`config.mk`:
```
export PLATFORM = sky130hd
export DESIGN_NAME = led_frame_sequencer_flat
export DESIGN_NICKNAME = d
export VERILOG_FILES = /design/src/rtl/led_frame_sequencer_if.sv /design/src/rtl/led_frame_sequencer.sv /design/src/flat_wrapper.sv
export SDC_FILE = /design/constraint.sdc
export NUM_CORES = 1
export LEC_CHECK = 0
export CORE_MARGIN = 5
export CORE_UTILIZATION = 55
export CTS_CLUSTER_DIAMETER = 100
export DETAILED_ROUTE_END_ITERATION = 16
export GPL_ROUTABILITY_DRIVEN = 0
export GPL_TIMING_DRIVEN = 0
export PLACE_DENSITY = 0.83
export RECOVER_POWER = 50
export SLEW_MARGIN = 40
export SYNTH_ARGS = -nofsm -noshare
export SYNTH_HDL_FRONTEND = slang
export SYNTH_SLANG_ARGS = --single-unit
```
`constraint.sdc`:
```
create_clock -name clk -period 6.2 [get_ports clk]
set_input_delay 1.55 -clock clk [delete_from_list [all_inputs] [get_ports clk]]
set_output_delay 1.55 -clock clk [all_outputs]
set_load 0.005 [all_outputs]
```
`src/rtl/led_frame_sequencer_if.sv`:
```
// Host pixel-write/commit port and LED driver handshake for led_frame_sequencer.
// The sequencer takes the slave modport; the host/driver side takes master.
interface led_frame_sequencer_if #(
    parameter int unsigned NumPixels = 6
);
    logic                      wr_en;
    logic [2:0]                wr_addr;
    logic [23:0]               wr_data;
    logic                      commit;
    logic                      done;
    logic [24*NumPixels-1:0]   rgb;
    logic                      load;
    logic                      busy;
    logic [15:0]               frame_count;
    logic [1:0]                err;

    modport master (
        output wr_en, wr_addr, wr_data, commit, done,
        input  rgb, load, busy, frame_count, err
    );

    modport slave (
        input  wr_en, wr_addr, wr_data, commit, done,
        output rgb, load, busy, frame_count, err
    );
endinterface

```
`src/rtl/led_frame_sequencer.sv`:
```
// Shadow/active frame buffer feeding an LED strip driver: load handshake, done wait
// with timeout, latch gap, and one blank priming frame after reset.
module led_frame_sequencer #(
    parameter int unsigned NumPixels   = 6,
    parameter int unsigned LoadCycles  = 2,
    parameter int unsigned ResetCycles = 1500,
    parameter int unsigned DoneTimeout = 8192
) (
    input logic                  clk,
    input logic                  rst,
    led_frame_sequencer_if.slave bus_io
);
    localparam int unsigned FrameW    = 24 * NumPixels;
    localparam logic [15:0] LoadLast  = 16'(LoadCycles - 1);
    localparam logic [15:0] LatchLast = 16'(ResetCycles - 1);
    localparam logic [15:0] WaitLast  = 16'(DoneTimeout - 1);

    typedef enum logic [1:0] {StIdle, StLoad, StWait, StLatch} state_e;

    state_e              state_q, state_d;
    logic [15:0]         cnt_q, cnt_d;
    logic                prime_q, prime_d;
    logic                pending_q, pending_d;
    logic [23:0]         shadow_q [NumPixels];
    logic [23:0]         shadow_d [NumPixels];
    logic [FrameW-1:0]   shadow_flat;
    logic [FrameW-1:0]   rgb_q, rgb_d;
    logic [15:0]         frame_count_q, frame_count_d;
    logic [1:0]          err_q, err_d;
    logic                addr_ok;
    logic                copy;

    assign addr_ok = 32'(bus_io.wr_addr) < NumPixels;

    always_comb begin
        shadow_d = shadow_q;
        if (bus_io.wr_en && addr_ok) begin
            shadow_d[bus_io.wr_addr] = bus_io.wr_data;
        end
    end

    // Pixel 0 occupies the top slice because it is shifted out first.
    always_comb begin
        shadow_flat = '0;
        for (int unsigned k = 0; k < NumPixels; k++) begin
            shadow_flat[FrameW-1-24*k -: 24] = shadow_q[k];
        end
    end

    always_comb begin
        state_d       = state_q;
        cnt_d         = cnt_q;
        prime_d       = prime_q;
        pending_d     = pending_q | bus_io.commit;
        rgb_d         = rgb_q;
        frame_count_d = frame_count_q;
        err_d         = err_q;
        copy          = 1'b0;

        if (bus_io.wr_en && !addr_ok) begin
            err_d[1] = 1'b1;
        end

        unique case (state_q)
            StIdle: begin
                copy = pending_q;
            end
            StLoad: begin
                if (cnt_q == LoadLast) begin
                    cnt_d   = '0;
                    state_d = StWait;
                end else begin
                    cnt_d = cnt_q + 16'd1;
                end
            end
            StWait: begin
                // A done arriving on the timeout cycle still counts as a clean frame.
                if (bus_io.done) begin
                    if (!prime_q) frame_count_d = frame_count_q + 16'd1;
                    prime_d = 1'b0;
                    cnt_d   = '0;
                    state_d = StLatch;
                end else if (cnt_q == WaitLast) begin
                    err_d[0] = 1'b1;
                    prime_d  = 1'b0;
                    cnt_d    = '0;
                    state_d  = StLatch;
                end else begin
                    cnt_d = cnt_q + 16'd1;
                end
            end
            StLatch: begin
                if (cnt_q == LatchLast) begin
                    cnt_d   = '0;
                    state_d = StIdle;
                    copy    = pending_q;
                end else begin
                    cnt_d = cnt_q + 16'd1;
                end
            end
        endcase

        if (copy) begin
            rgb_d     = shadow_flat;
            pending_d = bus_io.commit;
            cnt_d     = '0;
            state_d   = StLoad;
        end
    end

    always_ff @(posedge clk) begin
        if (rst) begin
            state_q       <= StLoad;
            cnt_q         <= '0;
            prime_q       <= 1'b1;
            pending_q     <= 1'b0;
            for (int unsigned k = 0; k < NumPixels; k++) shadow_q[k] <= '0;
            rgb_q         <= '0;
            frame_count_q <= '0;
            err_q         <= '0;
        end else begin
            state_q       <= state_d;
            cnt_q         <= cnt_d;
            prime_q       <= prime_d;
            pending_q     <= pending_d;
            shadow_q      <= shadow_d;
            rgb_q         <= rgb_d;
            frame_count_q <= frame_count_d;
            err_q         <= err_d;
        end
    end

    assign bus_io.rgb         = rgb_q;
    assign bus_io.load        = (state_q == StLoad);
    assign bus_io.busy        = (state_q != StIdle);
    assign bus_io.frame_count = frame_count_q;
    assign bus_io.err         = err_q;
endmodule

```
`src/flat_wrapper.sv`:
```
// flat-port wrapper written by rule: the top's interface ports become plain ports
module led_frame_sequencer_flat 
#(
    parameter int unsigned NumPixels   = 6,
    parameter int unsigned LoadCycles  = 2,
    parameter int unsigned ResetCycles = 1500,
    parameter int unsigned DoneTimeout = 8192
)
  (clk, rst, bus_io_wr_en, bus_io_wr_addr, bus_io_wr_data, bus_io_commit, bus_io_done, bus_io_rgb, bus_io_load, bus_io_busy, bus_io_frame_count, bus_io_err);
  led_frame_sequencer_if #(.NumPixels(NumPixels)) bus_io_i ();
  input logic clk;
  input logic rst;
  input wire logic [$bits(bus_io_i.wr_en)-1:0] bus_io_wr_en;
  input wire logic [$bits(bus_io_i.wr_addr)-1:0] bus_io_wr_addr;
  input wire logic [$bits(bus_io_i.wr_data)-1:0] bus_io_wr_data;
  input wire logic [$bits(bus_io_i.commit)-1:0] bus_io_commit;
  input wire logic [$bits(bus_io_i.done)-1:0] bus_io_done;
  output wire logic [$bits(bus_io_i.rgb)-1:0] bus_io_rgb;
  output wire logic [$bits(bus_io_i.load)-1:0] bus_io_load;
  output wire logic [$bits(bus_io_i.busy)-1:0] bus_io_busy;
  output wire logic [$bits(bus_io_i.frame_count)-1:0] bus_io_frame_count;
  output wire logic [$bits(bus_io_i.err)-1:0] bus_io_err;
  assign bus_io_i.wr_en = bus_io_wr_en;
  assign bus_io_i.wr_addr = bus_io_wr_addr;
  assign bus_io_i.wr_data = bus_io_wr_data;
  assign bus_io_i.commit = bus_io_commit;
  assign bus_io_i.done = bus_io_done;
  assign bus_io_rgb = bus_io_i.rgb;
  assign bus_io_load = bus_io_i.load;
  assign bus_io_busy = bus_io_i.busy;
  assign bus_io_frame_count = bus_io_i.frame_count;
  assign bus_io_err = bus_io_i.err;
  led_frame_sequencer #(.NumPixels(NumPixels), .LoadCycles(LoadCycles), .ResetCycles(ResetCycles), .DoneTimeout(DoneTimeout)) u_core (.clk(clk), .rst(rst), .bus_io(bus_io_i));
endmodule
```
; ---- Yosys cells after proc, flatten, opt, wreduce, memory -nomap -nowiden
; Index checks and enable logic that the tools add are counted.
[op_classes]
magnitude_cmp = 3
muxes = 18
addsub = 2
eq_ne = 9
reduce_logical = 13
n_bitwise = 4
[ops]
columns = cell, count
row1 = 144-bit bitwise mux, 1
row2 = 24-bit demux with 3-bit select, 1
row3 = 16-bit two-way mux, 4
row4 = 16-bit case mux with 3 select lines, 1
row5 = 16-bit by 1-bit adder with 16-bit output (second input constant), 2
row6 = 24-bit two-way mux, 1
row7 = 16-bit by 1-bit == test with 1-bit output (second input constant), 1
row8 = 16-bit by 11-bit == test with 1-bit output (second input constant), 1
row9 = 16-bit by 13-bit == test with 1-bit output (second input constant), 1
row10 = 2-bit two-way mux, 4
row11 = 2-bit case mux with 3 select lines, 1
row12 = 3-bit AND reduction, 2
row13 = 2-bit == test (second input constant), 2
row14 = 4-bit >= comparator (second input constant), 1
row15 = 4-bit by 1-bit < comparator with 1-bit output (second input constant), 1
row16 = 1-bit two-way mux, 4
row17 = 2-bit by 1-bit != test with 1-bit output (second input constant), 2
row18 = 3-bit NOT with 4-bit output, 1
row19 = 4-bit AND reduction, 1
row20 = 2-bit nonzero test, 2
row21 = 1-bit logical AND, 3
row22 = 3-bit < comparator (second input constant), 1
row23 = 3-bit by 2-bit != test with 1-bit output (second input constant), 1
row24 = 3-bit nonzero test, 1
row25 = other kinds (8), 9
[word_totals]
inputBits = 32
wordCells = 63
register_bits = 326

; ---- Depth between registers and ports, before layout
[logic_depth]
ltp_word = 6
mapped_depth = 10
depth_no_buf = 7

; ---- Worst setup path after synthesis
; Ideal clock, no wire load.
[synth_timing]
path_kind = input -> register
from = input bus_io_wr_addr[0]
to = register u_core.shadow_q (netlist bit u_core.shadow_flat[120])
stages = 5
setup_ns = 0.070
path_buffers = 1
required_ns = 6.130
slack_ns = 3.582
t_arrival_ns = 2.548
path_cell_list = nand2b_1 -> nor3_1 -> clkbuf_1 -> nand2_1 -> a21oi_1
[synth_via]
elab_chain_cells = 6
elab_cells_between_ends = 9
classes_between = order compare (3) / mux (3) / bitwise (1) / reduce/logical (2)
[synth_lines]
columns = element, line
row1 = from (decl), flat_wrapper.sv:14  ; input wire logic [$bits(bus_io_i.wr_addr)-1:0] bus_io_wr_addr;
row2 = 3-bit NOT with 4-bit output (implied by the code), led_frame_sequencer.sv:38  ; shadow_d[bus_io.wr_addr] = bus_io.wr_data;
row3 = 4-bit >= comparator (implied by the code) / 4-bit by 1-bit < comparator with 1-bit output (equally long branches), led_frame_sequencer.sv:38
row4 = 1-bit logical AND (implied by the code), led_frame_sequencer.sv:38
row5 = 24-bit two-way mux (implied by the code), led_frame_sequencer.sv:38
row6 = 24-bit demux with 3-bit select, led_frame_sequencer.sv:38
row7 = 144-bit bitwise mux, led_frame_sequencer.sv:38
row8 = to (signal assigned), led_frame_sequencer.sv:126  ; shadow_q <= shadow_d;
row9 = to (decl), led_frame_sequencer.sv:24  ; logic [23:0] shadow_q [NumPixels];
; Several ways; a longest one is shown, not always the timed one.
; A chain may end at the register's enable or synchronous reset.

; ---- Worst setup path in the final report
[layout_timing]
from = register u_core.state_q[0]
to = output bus_io_busy
[layout_via]
elab_chain_cells = 1
[layout_lines]
columns = element, line
row1 = from (decl), led_frame_sequencer.sv:20  ; state_e state_q, state_d;
row2 = from (signal assigned), led_frame_sequencer.sv:113  ; state_q <= StLoad;
row3 = from (signal assigned), led_frame_sequencer.sv:122  ; state_q <= state_d;
row4 = 2-bit nonzero test, led_frame_sequencer.sv:135  ; assign bus_io.busy = (state_q != StIdle);
row5 = to (decl), flat_wrapper.sv:20  ; output wire logic [$bits(bus_io_i.busy)-1:0] bus_io_busy;
; No other way between the ends.

==> reports/qor.yml <==
status: "completed"
drt_iter0_drc: 1007
vias: 11095
synth_ff_type: "dfxtp_1"
core_um2: 21020
synth_top_area_share: 0.5558
grt.overflow.total: 0
cts_tree: "built"
slew_headroom: 0.4376
synth_area_um2: 11740
wl_per_cell_um: 17.68
setup_viol: 0
die-area_um2: 24370
synthSimpleGateAreaFrac: 0.2397
cts_hold_buf: 0
ant_nets: 0
fin_cells: 2005
area_delta_synth_final_pct: 27.84
clock_path_buffers: 3
dp_hpwl_um: 24270
synth.distinct_cells: 46
grt_start_max_net_pins: 17
cap_viol_max_count: 0
hold_path.class: "reg2reg"
htreeDepth: 1
p_leak_uw: 0.005525
drv_slew: 0
yosysTopAreaCell: "dfxtp_1"
drive_gt1_frac: 0.03933
ys_async_sr_fraction: 0
worstMarginPinSlew_ns: 0.8371
cts_resized: 0
antenna_found_initial: 1
worstPathArrival_ns: 1.86
synth.most_common_cell: "nand2_1"
die_x_um: 156.1
cp-end-kind: "output pin"
worst-path-max-fanout: 4
io_pins: 196
rows: 53
dr.pass1.iters: 6
clock-sinks: 326
r2r_slack_ns: 3.26
required_ns: 4.65
seq_area_frac_synth: 0.5558
synth_top_cells_by_area: "dfxtp_1, nand2_1, a21oi_1, clkbuf_1, nor2_1"
synth_nets: 1521
portBuffers: 195
grt_pass1_wl_um: 54550
cp-start-kind: "register"
rsz0062_at_grt: "false"
via_per_inst: 5.534
power_density_nw_per_um2: 291.2
grt_use_total: 0.2787
hold_depth: 2
fin_crit_ns: 3.409
dp.cells: 1950
synth_edf_count: 0
synth_commonest_cells: "nand2_1, dfxtp_1, a21oi_1"
crit_path_start: "u_core.state_q[0]$_SDFFE_PP1P_"
avgSynthCellArea_um2: 7.933
synth.ff_latch_count: 326
hold_start: "u_core.shadow_flat[126]$_SDFFE_PP0P_"
final_core_util: 0.7141
cts_setup_buffers: 0
synth_cells: 1480
hold_viol_final: 0
clock_skew_ns: 0.02439
cts.clk_slew.worst_paths_ns: 0.06
nFillCells: 1599
muxShareOfSynthArea: 0.0008525
synth_fa_ha_area_frac: 0.009591
grt_pass1_vias: 10504
synth_xor_area_frac: 0.01939
tns_ns: 0
wirelength_um: 35440
clock.fmax_ghz: 0.2934
cts_inserted_buffers: 31
path_class: "reg2out"
synth-compound-area-share: 0.1389
layout.nets: 1749
ys_warn_count: 0
r2r_cells: 6
drcViolationCount: 0
chipHeight_um: 156.1
r2r-start: "u_core.cnt_q[5]$_SDFFE_PP0N_"
max-vdd-ir-drop_mv: 0.2219
floorplan.initialDensity: 0.5585
finalCritPeriodShare: 0.5498
root_buffer: "clkbuf_16"
synth_top_family_by_area: "simple AND/OR/NAND/NOR gates"
clock_latency_ns: 0.58
==> layout make-up <==
class	count	area, um2	area share
Antenna cell	1	2.502	0.0001667
Tap cell	275	344.1	0.02292
Multi-Input combinational cell	1055	4790	0.3191
Clock inverter	4	35.03	0.002334
Timing Repair Buffer	195	1952	0.1300
Sequential cell	326	6526	0.4348
Buffer	93	391.6	0.02609
Clock buffer	50	947.2	0.06310
Inverter	6	22.52	0.001500
==> cell families after synthesis <==
| kind of cell | Yosys count |
|---|---|
| and+or+nand+nor | 704 |
| DFF | 326 |
| AOI/OAI and AO/OA | 315 |
| muxes | 1 |
| adders and majority gates | 9 |
| xor gates and xnor gates | 26 |
| buffers and inverters | 99 |
==> cells in the final DEF (no fill, tap or decap), types with 15 or more instances in the layout <==
cell             instances
dlygate4sd3_1          157
clkdlybuf4s50_1         38
nand2_1                593
xor2_1                  15
a21oi_1                296
dfxtp_1                326
clkbuf_16               31
nor2_1                  45
clkbuf_1                85
nand3_1                 15
==> where the power goes <==
part	leakage, uW	internal [uW]	switching [uW]
Combinational	0.00241	129	264
Clock	0.000486	1040	780
Sequential	0.00263	2130	29.3
Total	0.00553	3300	1070
==> flip-flops by register name (all words and copies together), names as in the netlist <==
register and cells:
u_core.bus_io.rgb 144, u_core.cnt_q 16, u_core.pending_q 1, u_core.bus_io.frame_count 16, u_core.shadow_flat 144, u_core.state_q 2, u_core.bus_io.err 2, u_core.prime_q 1
==> path summary, 6_finish.rpt <==
kind | endpoint
worst max register to register | u_core.cnt_q[7]$_SDFFE_PP0N_
worst min-delay path | u_core.bus_io.rgb[126]$_SDFFE_PP0P_
worst min register to register | u_core.bus_io.rgb[126]$_SDFFE_PP0P_
worst max-delay path | bus_io_busy
==> layer usage <==
| layer | up-vias | track usage | wire length, um |
|---|---|---|---|
| met5 | - | 0 | 0 |
| met4 | 0 | 0.1169 | 1587 |
| met3 | 113 | 0.04466 | 3492 |
| met2 | 553 | 0.4496 | 16310 |
| met1 | 5160 | 0.3744 | 14050 |
| li1 | 5269 | - | - |
==> critical path: stages, from the launching register on <==
cell and delay [ns]:
dfxtp_1 0.39, inv_1 0.11, ha_1 0.21, inv_1 0.08, clkdlybuf4s50_1 0.51
==> through the flow <==
step | total power (uW) | worst slack, ns | hold WS (ns) | area (um2)
3_5_place_dp | 2593 | 2.477 | 0.4451 | 14040
3_3_place_gp | 2581 | 2.475 | 0.4373 | 14040
2_1_floorplan | 2441 | 3.582 | 0.4321 | 11740
5_1_grt | 4520 | 2.672 | 0.4631 | 15010
6_report | 4372 | 2.791 | 0.4451 | 15010
4_1_cts | 4386 | 2.771 | 0.4477 | 15020
No activity file was read; power rests on OpenSTA's default activity.
